`src/rtl/mac_vector_seq_if.sv`:
```
// Operand, result and job-control signals of the dot-product sequencer.
// The sequencer sits on the slave modport; the operand source and consumer sit on master.
interface mac_vector_seq_if #(
  parameter int BIT_WIDTH = 16,
  parameter int LEN_WIDTH = 8
);
  logic                        start;
  logic [LEN_WIDTH-1:0]        len;
  logic signed [BIT_WIDTH-1:0] bias;
  logic                        in_valid;
  logic                        in_ready;
  logic signed [BIT_WIDTH-1:0] in_a;
  logic signed [BIT_WIDTH-1:0] in_b;
  logic                        out_valid;
  logic                        out_ready;
  logic signed [BIT_WIDTH-1:0] out_data;
  logic                        busy;

  modport master (
    output start, len, bias, in_valid, in_a, in_b, out_ready,
    input  in_ready, out_valid, out_data, busy
  );

  modport slave (
    input  start, len, bias, in_valid, in_a, in_b, out_ready,
    output in_ready, out_valid, out_data, busy
  );
endinterface

```
`src/rtl/mac_vector_seq.sv`:
```
// Dot product plus bias through one shared multiply-add, one operand pair per cycle.
// Build option MAC_VECTOR_SEQ_RELU_EN clamps negative results to zero at the output.
//
// state | meaning
// IDLE  | waiting for start; out_data holds the previous result
// ACC   | accepting operand pairs, cnt counts pairs still owed
// DONE  | result presented, waiting for out_ready
module mac_vector_seq #(
  parameter int BIT_WIDTH = 16,
  parameter int LEN_WIDTH = 8
) (
  input  logic             clk,
  input  logic             rst,
  mac_vector_seq_if.slave  bus
);

  typedef enum logic [1:0] {IDLE, ACC, DONE} state_t;

  state_t                      state, state_nxt;
  logic signed [BIT_WIDTH-1:0] acc, acc_nxt;
  logic signed [BIT_WIDTH-1:0] mac;
  logic signed [BIT_WIDTH-1:0] res;
  logic signed [BIT_WIDTH-1:0] out_data_q;
  logic [LEN_WIDTH-1:0]        cnt, cnt_nxt;
  logic                        load_out;
  logic                        in_ready_int;

  // Only the low BIT_WIDTH bits of the full product survive the final wrap,
  // so forming the sum at BIT_WIDTH gives exactly the truncated a*b + c.
  assign mac = bus.in_a * bus.in_b + acc;

`ifdef MAC_VECTOR_SEQ_RELU_EN
  assign res = acc_nxt[BIT_WIDTH-1] ? '0 : acc_nxt;
`else
  assign res = acc_nxt;
`endif

  assign in_ready_int  = (state == ACC);
  assign bus.in_ready  = in_ready_int;
  assign bus.out_valid = (state == DONE);
  assign bus.busy      = (state != IDLE);
  assign bus.out_data  = out_data_q;

  always_ff @(posedge clk or negedge rst) begin
    if (!rst) state <= IDLE;
    else      state <= state_nxt;
  end

  always_comb begin
    state_nxt = state;
    acc_nxt   = acc;
    cnt_nxt   = cnt;
    load_out  = 1'b0;
    case (state)
      IDLE: begin
        if (bus.start) begin
          acc_nxt = bus.bias;
          cnt_nxt = bus.len;
          if (bus.len == '0) begin
            state_nxt = DONE;
            load_out  = 1'b1;
          end else begin
            state_nxt = ACC;
          end
        end
      end
      ACC: begin
        if (bus.in_valid && in_ready_int) begin
          acc_nxt = mac;
          cnt_nxt = cnt - LEN_WIDTH'(1);
          if (cnt == LEN_WIDTH'(1)) begin
            state_nxt = DONE;
            load_out  = 1'b1;
          end
        end
      end
      DONE: begin
        if (bus.out_ready) state_nxt = IDLE;
      end
      default: state_nxt = IDLE;
    endcase
  end

  always_ff @(posedge clk or negedge rst) begin
    if (!rst) begin
      acc        <= '0;
      cnt        <= '0;
      out_data_q <= '0;
    end else begin
      acc <= acc_nxt;
      cnt <= cnt_nxt;
      if (load_out) out_data_q <= res;
    end
  end

endmodule
```
`src/flat_wrapper.sv`:
```
// flat-port wrapper written by rule: the top's interface ports become plain ports
module mac_vector_seq_flat 
#(
  parameter int BIT_WIDTH = 16,
  parameter int LEN_WIDTH = 8
)
  (clk, rst, bus_start, bus_len, bus_bias, bus_in_valid, bus_in_a, bus_in_b, bus_out_ready, bus_in_ready, bus_out_valid, bus_out_data, bus_busy);
  mac_vector_seq_if #(.BIT_WIDTH(BIT_WIDTH), .LEN_WIDTH(LEN_WIDTH)) bus_i ();
  input  logic clk;
  input  logic rst;
  input wire logic [$bits(bus_i.start)-1:0] bus_start;
  input wire logic [$bits(bus_i.len)-1:0] bus_len;
  input wire logic [$bits(bus_i.bias)-1:0] bus_bias;
  input wire logic [$bits(bus_i.in_valid)-1:0] bus_in_valid;
  input wire logic [$bits(bus_i.in_a)-1:0] bus_in_a;
  input wire logic [$bits(bus_i.in_b)-1:0] bus_in_b;
  input wire logic [$bits(bus_i.out_ready)-1:0] bus_out_ready;
  output wire logic [$bits(bus_i.in_ready)-1:0] bus_in_ready;
  output wire logic [$bits(bus_i.out_valid)-1:0] bus_out_valid;
  output wire logic [$bits(bus_i.out_data)-1:0] bus_out_data;
  output wire logic [$bits(bus_i.busy)-1:0] bus_busy;
  assign bus_i.start = bus_start;
  assign bus_i.len = bus_len;
  assign bus_i.bias = bus_bias;
  assign bus_i.in_valid = bus_in_valid;
  assign bus_i.in_a = bus_in_a;
  assign bus_i.in_b = bus_in_b;
  assign bus_i.out_ready = bus_out_ready;
  assign bus_in_ready = bus_i.in_ready;
  assign bus_out_valid = bus_i.out_valid;
  assign bus_out_data = bus_i.out_data;
  assign bus_busy = bus_i.busy;
  mac_vector_seq #(.BIT_WIDTH(BIT_WIDTH), .LEN_WIDTH(LEN_WIDTH)) u_core (.clk(clk), .rst(rst), .bus(bus_i));
endmodule
```
`config.mk`:
```
export PLATFORM = sky130hd
export DESIGN_NAME = mac_vector_seq_flat
export DESIGN_NICKNAME = d
export VERILOG_FILES = /design/src/rtl/mac_vector_seq_if.sv /design/src/rtl/mac_vector_seq.sv /design/src/flat_wrapper.sv
export SDC_FILE = /design/constraint.sdc
export NUM_CORES = 1
export LEC_CHECK = 0
export BUFFER_PORTS_ARGS = -buffer_cell sky130_fd_sc_hd__buf_2
export CAP_MARGIN = 20
export CELL_PAD_IN_SITES_DETAIL_PLACEMENT = 1
export CELL_PAD_IN_SITES_GLOBAL_PLACEMENT = 2
export CORE_UTILIZATION = 37
export DETAILED_ROUTE_END_ITERATION = 16
export PLACE_DENSITY_LB_ADDON = 0.1
export SYNTH_ARGS = -nofsm -noshare
export SYNTH_HDL_FRONTEND = slang
export SYNTH_SLANG_ARGS = --single-unit
```
`constraint.sdc`:
```
create_clock -name clk -period 5.6 [get_ports clk]
set_input_delay 1.12 -clock clk [delete_from_list [all_inputs] [get_ports clk]]
set_output_delay 1.12 -clock clk [all_outputs]
set_load 0.01 [all_outputs]
```
==> impl_metrics.tcl, run 1 <==
set metrics [dict create \
    clock.fmax_mhz 171 \
    r2r_slack_ns 0.88 \
    hold_viol 0 \
    cp.arrival_ns 6.02 \
    cp_top_family "adder cells" \
    final_area_um2 8450 \
    grt_antenna_before_repair 0 \
    worstPathCellList "buf_12 -> and2_4 -> fa_1 -> inv_2 -> fa_1 -> fa_1 -> fa_1 -> inv_1 -> fa_1 -> inv_1 -> fa_1 -> inv_2 -> ha_4 -> nand3_2 -> or3_4 -> a32oi_2 -> xnor2_1 -> o21ai_1 -> mux2_4" \
    clock_latency_ns 0.29 \
    core_um2 17500 \
    hold_end "u_core.cnt[1]$_DFFE_PN0P_" \
    n_fill_cell 2057 \
    ios 80 \
    areaGrowthSynthToFinish_pct 25.7 \
    fin_crit_ns 5.85 \
    cts_buffers 5 \
    initial_core_util_pct 38.3 \
    rsz0062_at_grt "yes" \
    crit_cells 19 \
    routed_via_density 4.86 \
    synthDistinctLibCells 49 \
    wl_met2_um 9570 \
    postCtsHoldBufs 0 \
    cts.reportedPaths.clkPinSlew_ns 0.06 \
    synthTopCellsByArea "fa_1, dfrtp_1, ha_1" \
    yosysTopAreaCellShare_pct 27.7 \
    cp_slowest_cell "fa_1" \
    worst_pin_slew_ns 1.02 \
    crit_path_end_kind "flop" \
    relSlewSlack_pct 32.0 \
    vias 5507 \
    worst_setup_path_start_kind "input port" \
    outcome "finished with violations" \
    hold_path_class "flop to flop" \
    worst-path-buf-inv 5 \
    slowest_delay_ns 0.55 \
    cts_sinks 42 \
    die_x_um 137 \
    topRoutingLayerUsed "met4" \
    grt_pass1_vias 6324 \
    dpl.hpwl_um 16700 \
    first_pass_iters 4 \
    rows 48 \
    grt.overflow.total 0 \
    n_antenna_cell 0 \
    wl_met3_um 391 \
    hold-worst-slack_ns 0.512 \
    layout-drive-gt1-share_pct 26.5 \
    fin_ws_ns -0.248 \
    setup_violations 7 \
    grt_usage_pct 23.1 \
    drt_iter0_drc 147 \
    rr_worst_depth 17 \
    syn_area_per_cell_um2 8.72 \
    grt_pass1_wl_um 33000 \
    die-area_um2 18700 \
    m1WireLength_um 9700 \
    cpMostUsedCell "fa_1" \
    synthCells 771 \
    drv_slew 0 \
    wl_per_cell_um 17.6 \
    root_buffer "clkbuf_16" \
    ys_warn_count 0 \
    ys_seq_elements 42 \
    gp_congestion 0.832 \
    numPortBuffers 79 \
    cts_tree "done" \
    grt_max_degree 43 \
    die_y_um 137 \
    route.detailed.drc 0 \
    synth_edf_count 0 \
    final_nets 1131 \
    timing.rr.end "u_core.bus.out_data[15]$_DFFE_PN0P_" \
    antenna_left 0 \
    hold_start "u_core.cnt[1]$_DFFE_PN0P_" \
    routed_wl_um 19900 \
    synth_ff_type "dfrtp_1" \
    r2r_start "u_core.acc[8]$_DFF_PN0_" \
    hold_depth 2 \
    postSynth.asyncResetShare_pct 100 \
    htreeDepth 2 \
    fin_crit_sh_pct 104 \
    cp_max_fo 7 \
    placed_area_um2 7910 \
    synth_top_cell_by_area "fa_1" \
    required_ns 5.77 \
    synth.cell_area_um2 6720 \
    violations "negative setup slack" \
    tns_ns -0.742 \
    ys_seq_area_share_pct 15.6 \
    path_class "input port to flop" \
    skew_ns 0.00869 \
    synth_fp_nets 993 \
    cts_buffer_depth 2 \
    cap_viol_max_count 0 \
]
[synthesized netlist by cell type (4+ instances only)]
cell type  instances
nand2b_1           4
nor2_1            29
o21ai_0           19
fa_1              93
nand3_1            5
clkbuf_1          25
a21oi_1           29
xor2_1             9
dfrtp_1           42
a221oi_1           5
and2_1            77
xnor2_1           27
inv_1            179
a21o_1             4
ha_1              68
a31oi_1            7
a221o_1            5
buf_2              5
and2_2             7
a22oi_1            8
nand2_1           77
[what timing repair did]
action,CTS,global route
buffers inserted,3,3
pin swaps,31,23
cloned,0,0
setup endpoints to repair,10,14
gates resized for setup,71,27
[layout by cell type (no fill, tap or decap), types with 8 or more instances in the layout]
| cell | netlist | final |
|---|---|---|
| fa_1 | 93 | 88 |
| ha_1 | 68 | 60 |
| a21oi_1 | 29 | 24 |
| nand2_1 | 77 | 74 |
| inv_1 | 179 | 169 |
| buf_2 | 5 | 64 |
| xnor2_1 | 27 | 27 |
| dfrtp_1 | 42 | 42 |
| inv_2 | 1 | 11 |
| o21ai_0 | 19 | 16 |
| a22oi_1 | 8 | 8 |
| buf_4 | 0 | 77 |
| nor2_1 | 29 | 29 |
| buf_6 | 0 | 11 |
| and2_4 | 0 | 14 |
| and2_1 | 77 | 63 |
[layout make-up]
class	instances	area, µm²	area share, %
sequential	42	1050	12.4
clock buffer	6	139	1.64
inverter	180	676	8.00
multi-input combinational	519	5120	60.6
timing repair buffer	161	1180	14.0
tap	225	282	3.33
[worst max-delay path by stage]
stage                       startpoint                                   to  slack [ns]
final                      bus_in_b[3]  u_core.bus.out_data[15]$_DFFE_PN0P_       -0.25
after CTS                  bus_in_b[3]  u_core.bus.out_data[15]$_DFFE_PN0P_       -0.25
after detailed placement   bus_in_b[4]  u_core.bus.out_data[15]$_DFFE_PN0P_       -0.78
after global routing      bus_in_a[10]  u_core.bus.out_data[15]$_DFFE_PN0P_       -0.38
after floorplan            bus_in_b[3]  u_core.bus.out_data[15]$_DFFE_PN0P_       -0.41
after global placement     bus_in_b[1]  u_core.bus.out_data[15]$_DFFE_PN0P_       -0.73
[metal layers]
metal  up-vias  track usage, %
met5         -               0
met4         0            5.01
met3        15            1.44
met2        85            39.3
met1      2772            32.3
li1       2635               -
[kinds of logic after synthesis]
group / Yosys count / share of synthesized area, %
buffers and inverters: 210 / 11.8
DFF: 42 / 15.6
and+or+nand+nor: 215 / 16.1
xor gates and xnor gates: 40 / 5.85
adders and majority gates: 161 / 40.4
AOI/OAI and AO/OA: 97 / 9.20
muxes: 6 / 1.04
[stage by stage]
stage          cells  worst slack [ns]  util, %
3_3_place_gp    1120            -0.728     45.1
2_1_floorplan    771            -0.405        -
4_1_cts         1129            -0.255     47.5
5_1_grt         1133            -0.382     48.2
3_5_place_dp    1120            -0.782     45.1
6_report        1133            -0.248     48.2
[registers in the layout, indices dropped and copies added (netlist names)]
| register | flops |
|---|---|
| u_core.cnt | 8 |
| u_core.state | 2 |
| u_core.bus.out_data | 16 |
| u_core.acc | 16 |
[tightest hold or removal path, delay by kind of cell, from the launching register on]
| kind | cells | cell delay (ns) |
|---|---|---|
| simple gates | 1 | 0.05 |
| compound gates | 1 | 0.06 |
| flops | 1 | 0.36 |
Power of run 1 is not shown: default switching activity piles up to over one toggle a cycle in this logic, so the estimate is an artifact.
==> run 2: changes to the inputs <==
CORE_UTILIZATION = 40   (was 37)
clock period = 7.1 ns   (was 5.6 ns; I/O delays follow)
==> impl_metrics.tcl, run 2 (synthesized netlist as in run 1, its figures left out) <==
set metrics [dict create \
    setup_violations 0 \
    route.detailed.drc 0 \
    clock.fmax_mhz 155 \
    routed_wl_um 18300 \
    skew_ns 0.00437 \
    worst_pin_slew_ns 0.981 \
    initial_core_util_pct 40.8 \
    cap_viol_max_count 0 \
    cts.reportedPaths.clkPinSlew_ns 0.06 \
    fin_crit_ns 6.43 \
    grt_pass1_wl_um 31500 \
    postCtsHoldBufs 0 \
    worst_setup_path_start_kind "input port" \
    drv_slew 0 \
    antenna_left 0 \
    gp_congestion 0.820 \
    grt_antenna_before_repair 0 \
    cts_buffer_depth 2 \
    hold_viol 0 \
    areaGrowthSynthToFinish_pct 11.4 \
    worstPathCellList "buf_2 -> and2_1 -> fa_1 -> inv_1 -> fa_1 -> fa_1 -> fa_1 -> inv_1 -> fa_1 -> inv_1 -> fa_1 -> inv_1 -> ha_1 -> nand3_1 -> or3_1 -> a32oi_1 -> xnor2_1 -> o21ai_1 -> mux2_4" \
    drt_iter0_drc 197 \
    grt.overflow.total 0 \
    die_x_um 132 \
    path_class "input port to flop" \
    first_pass_iters 4 \
    hold-worst-slack_ns 0.506 \
    cts_setup_buffers 0 \
    grt_max_degree 43 \
    fin_crit_sh_pct 90.6 \
    vias 5240 \
    required_ns 7.27 \
    wl_per_cell_um 17.4 \
    outcome "completed" \
    n_antenna_cell 0 \
    die-area_um2 17300 \
    worst-path-buf-inv 5 \
    cp.arrival_ns 6.61 \
    cp_slowest_cell "fa_1" \
    relSlewSlack_pct 34.6 \
    cts_buffers 5 \
    routed_via_density 4.98 \
    layout-drive-gt1-share_pct 13.1 \
    cts_sinks 42 \
    slowest_delay_ns 0.56 \
    dpl.hpwl_um 15300 \
    htreeDepth 2 \
    grt_usage_pct 22.9 \
    clock_latency_ns 0.29 \
    tns_ns 0 \
    root_buffer "clkbuf_16" \
    cp_top_family "adder cells" \
    n_fill_cell 1962 \
    numPortBuffers 79 \
    ios 80 \
    hold_path_class "flop to flop" \
    grt_pass1_vias 5981 \
    rsz0062_at_grt "no" \
    final_cell_mix "inv_1, fa_1, buf_2" \
    cts_resized 0 \
    mostFrequentLayoutCell "inv_1" \
    crit_path_end_kind "flop" \
    cp_max_fo 12 \
    die_y_um 132 \
    cpMostUsedCell "fa_1" \
    cts_tree "done" \
    rows 47 \
    core_um2 16500 \
    final_nets 1054 \
]
-- run 2: cell count changes in the layout (fill, tap and decap cells not counted), sizes merged --
cell	before	now
buf	160	84
bufinv	0	1
-- run 2: worst paths after layout --
| check | startpoint | endpoint | slack [ns] | depth (start not counted) |
|---|---|---|---|---|
| worst max-delay path | bus_in_b[1] | u_core.bus.out_data[15]$_DFFE_PN0P_ | 0.67 | 19 |
| worst min-delay path | u_core.bus.out_data[9]$_DFFE_PN0P_ | u_core.bus.out_data[9]$_DFFE_PN0P_ | 0.51 | 1 |
| worst max register to register | u_core.acc[9]$_DFF_PN0_ | u_core.bus.out_data[15]$_DFFE_PN0P_ | 2.21 | 17 |
| worst min register to register | u_core.bus.out_data[9]$_DFFE_PN0P_ | u_core.bus.out_data[9]$_DFFE_PN0P_ | 0.51 | 1 |
| max in group asynchronous | rst | u_core.acc[1]$_DFF_PN0_ | 5.72 | 2 |
| min in group asynchronous | rst | u_core.cnt[7]$_DFFE_PN0P_ | 0.94 | 1 |
-- run 2: metal layers --
| layer | track usage (%) | wire length [µm] |
|---|---|---|
| met1 | 33.5 | 9040 |
| met2 | 37.1 | 8600 |
| met3 | 1.35 | 334 |
| met4 | 5.43 | 318 |
| met5 | 0 | 0 |
-- run 2: worst reg2reg max path: stages, from the launching register on --
cell and delay [ns]:
dfrtp_1 0.44, ha_1 0.31, inv_1 0.05, fa_1 0.51
inv_1 0.06, fa_1 0.50, fa_1 0.58, inv_1 0.06
fa_1 0.49, inv_1 0.05, ha_1 0.29, o21ai_0 0.10
nor2b_1 0.17, or3_1 0.41, a32oi_1 0.24, xnor2_1 0.15
o21ai_1 0.10, mux2_4 0.27
-- run 2: area by class of cell --
class                           count  area [µm²]  area share [%]
Inverter                          180         676            9.02
Sequential cell                    42        1050            14.0
Multi-Input combinational cell    519        4880            65.2
Tap cell                          220         275            3.68
Clock buffer                        7         133            1.77
Clock inverter                      1        30.0           0.401
Timing Repair Buffer               84         445            5.95
-- run 2: per-stage QoR --
stage          std cells  instance area [µm²]  setup WS [ns]  util [%]
5_1_grt             1053                 7490          0.405      45.5
6_report            1053                 7490          0.666      45.5
3_5_place_dp        1044                 7310          0.335      44.4
4_1_cts             1052                 7470          0.621      45.4
2_1_floorplan        771                 6720          0.666         -
3_3_place_gp        1044                 7310          0.425      44.4
Power of run 2 is left out for the same reason.
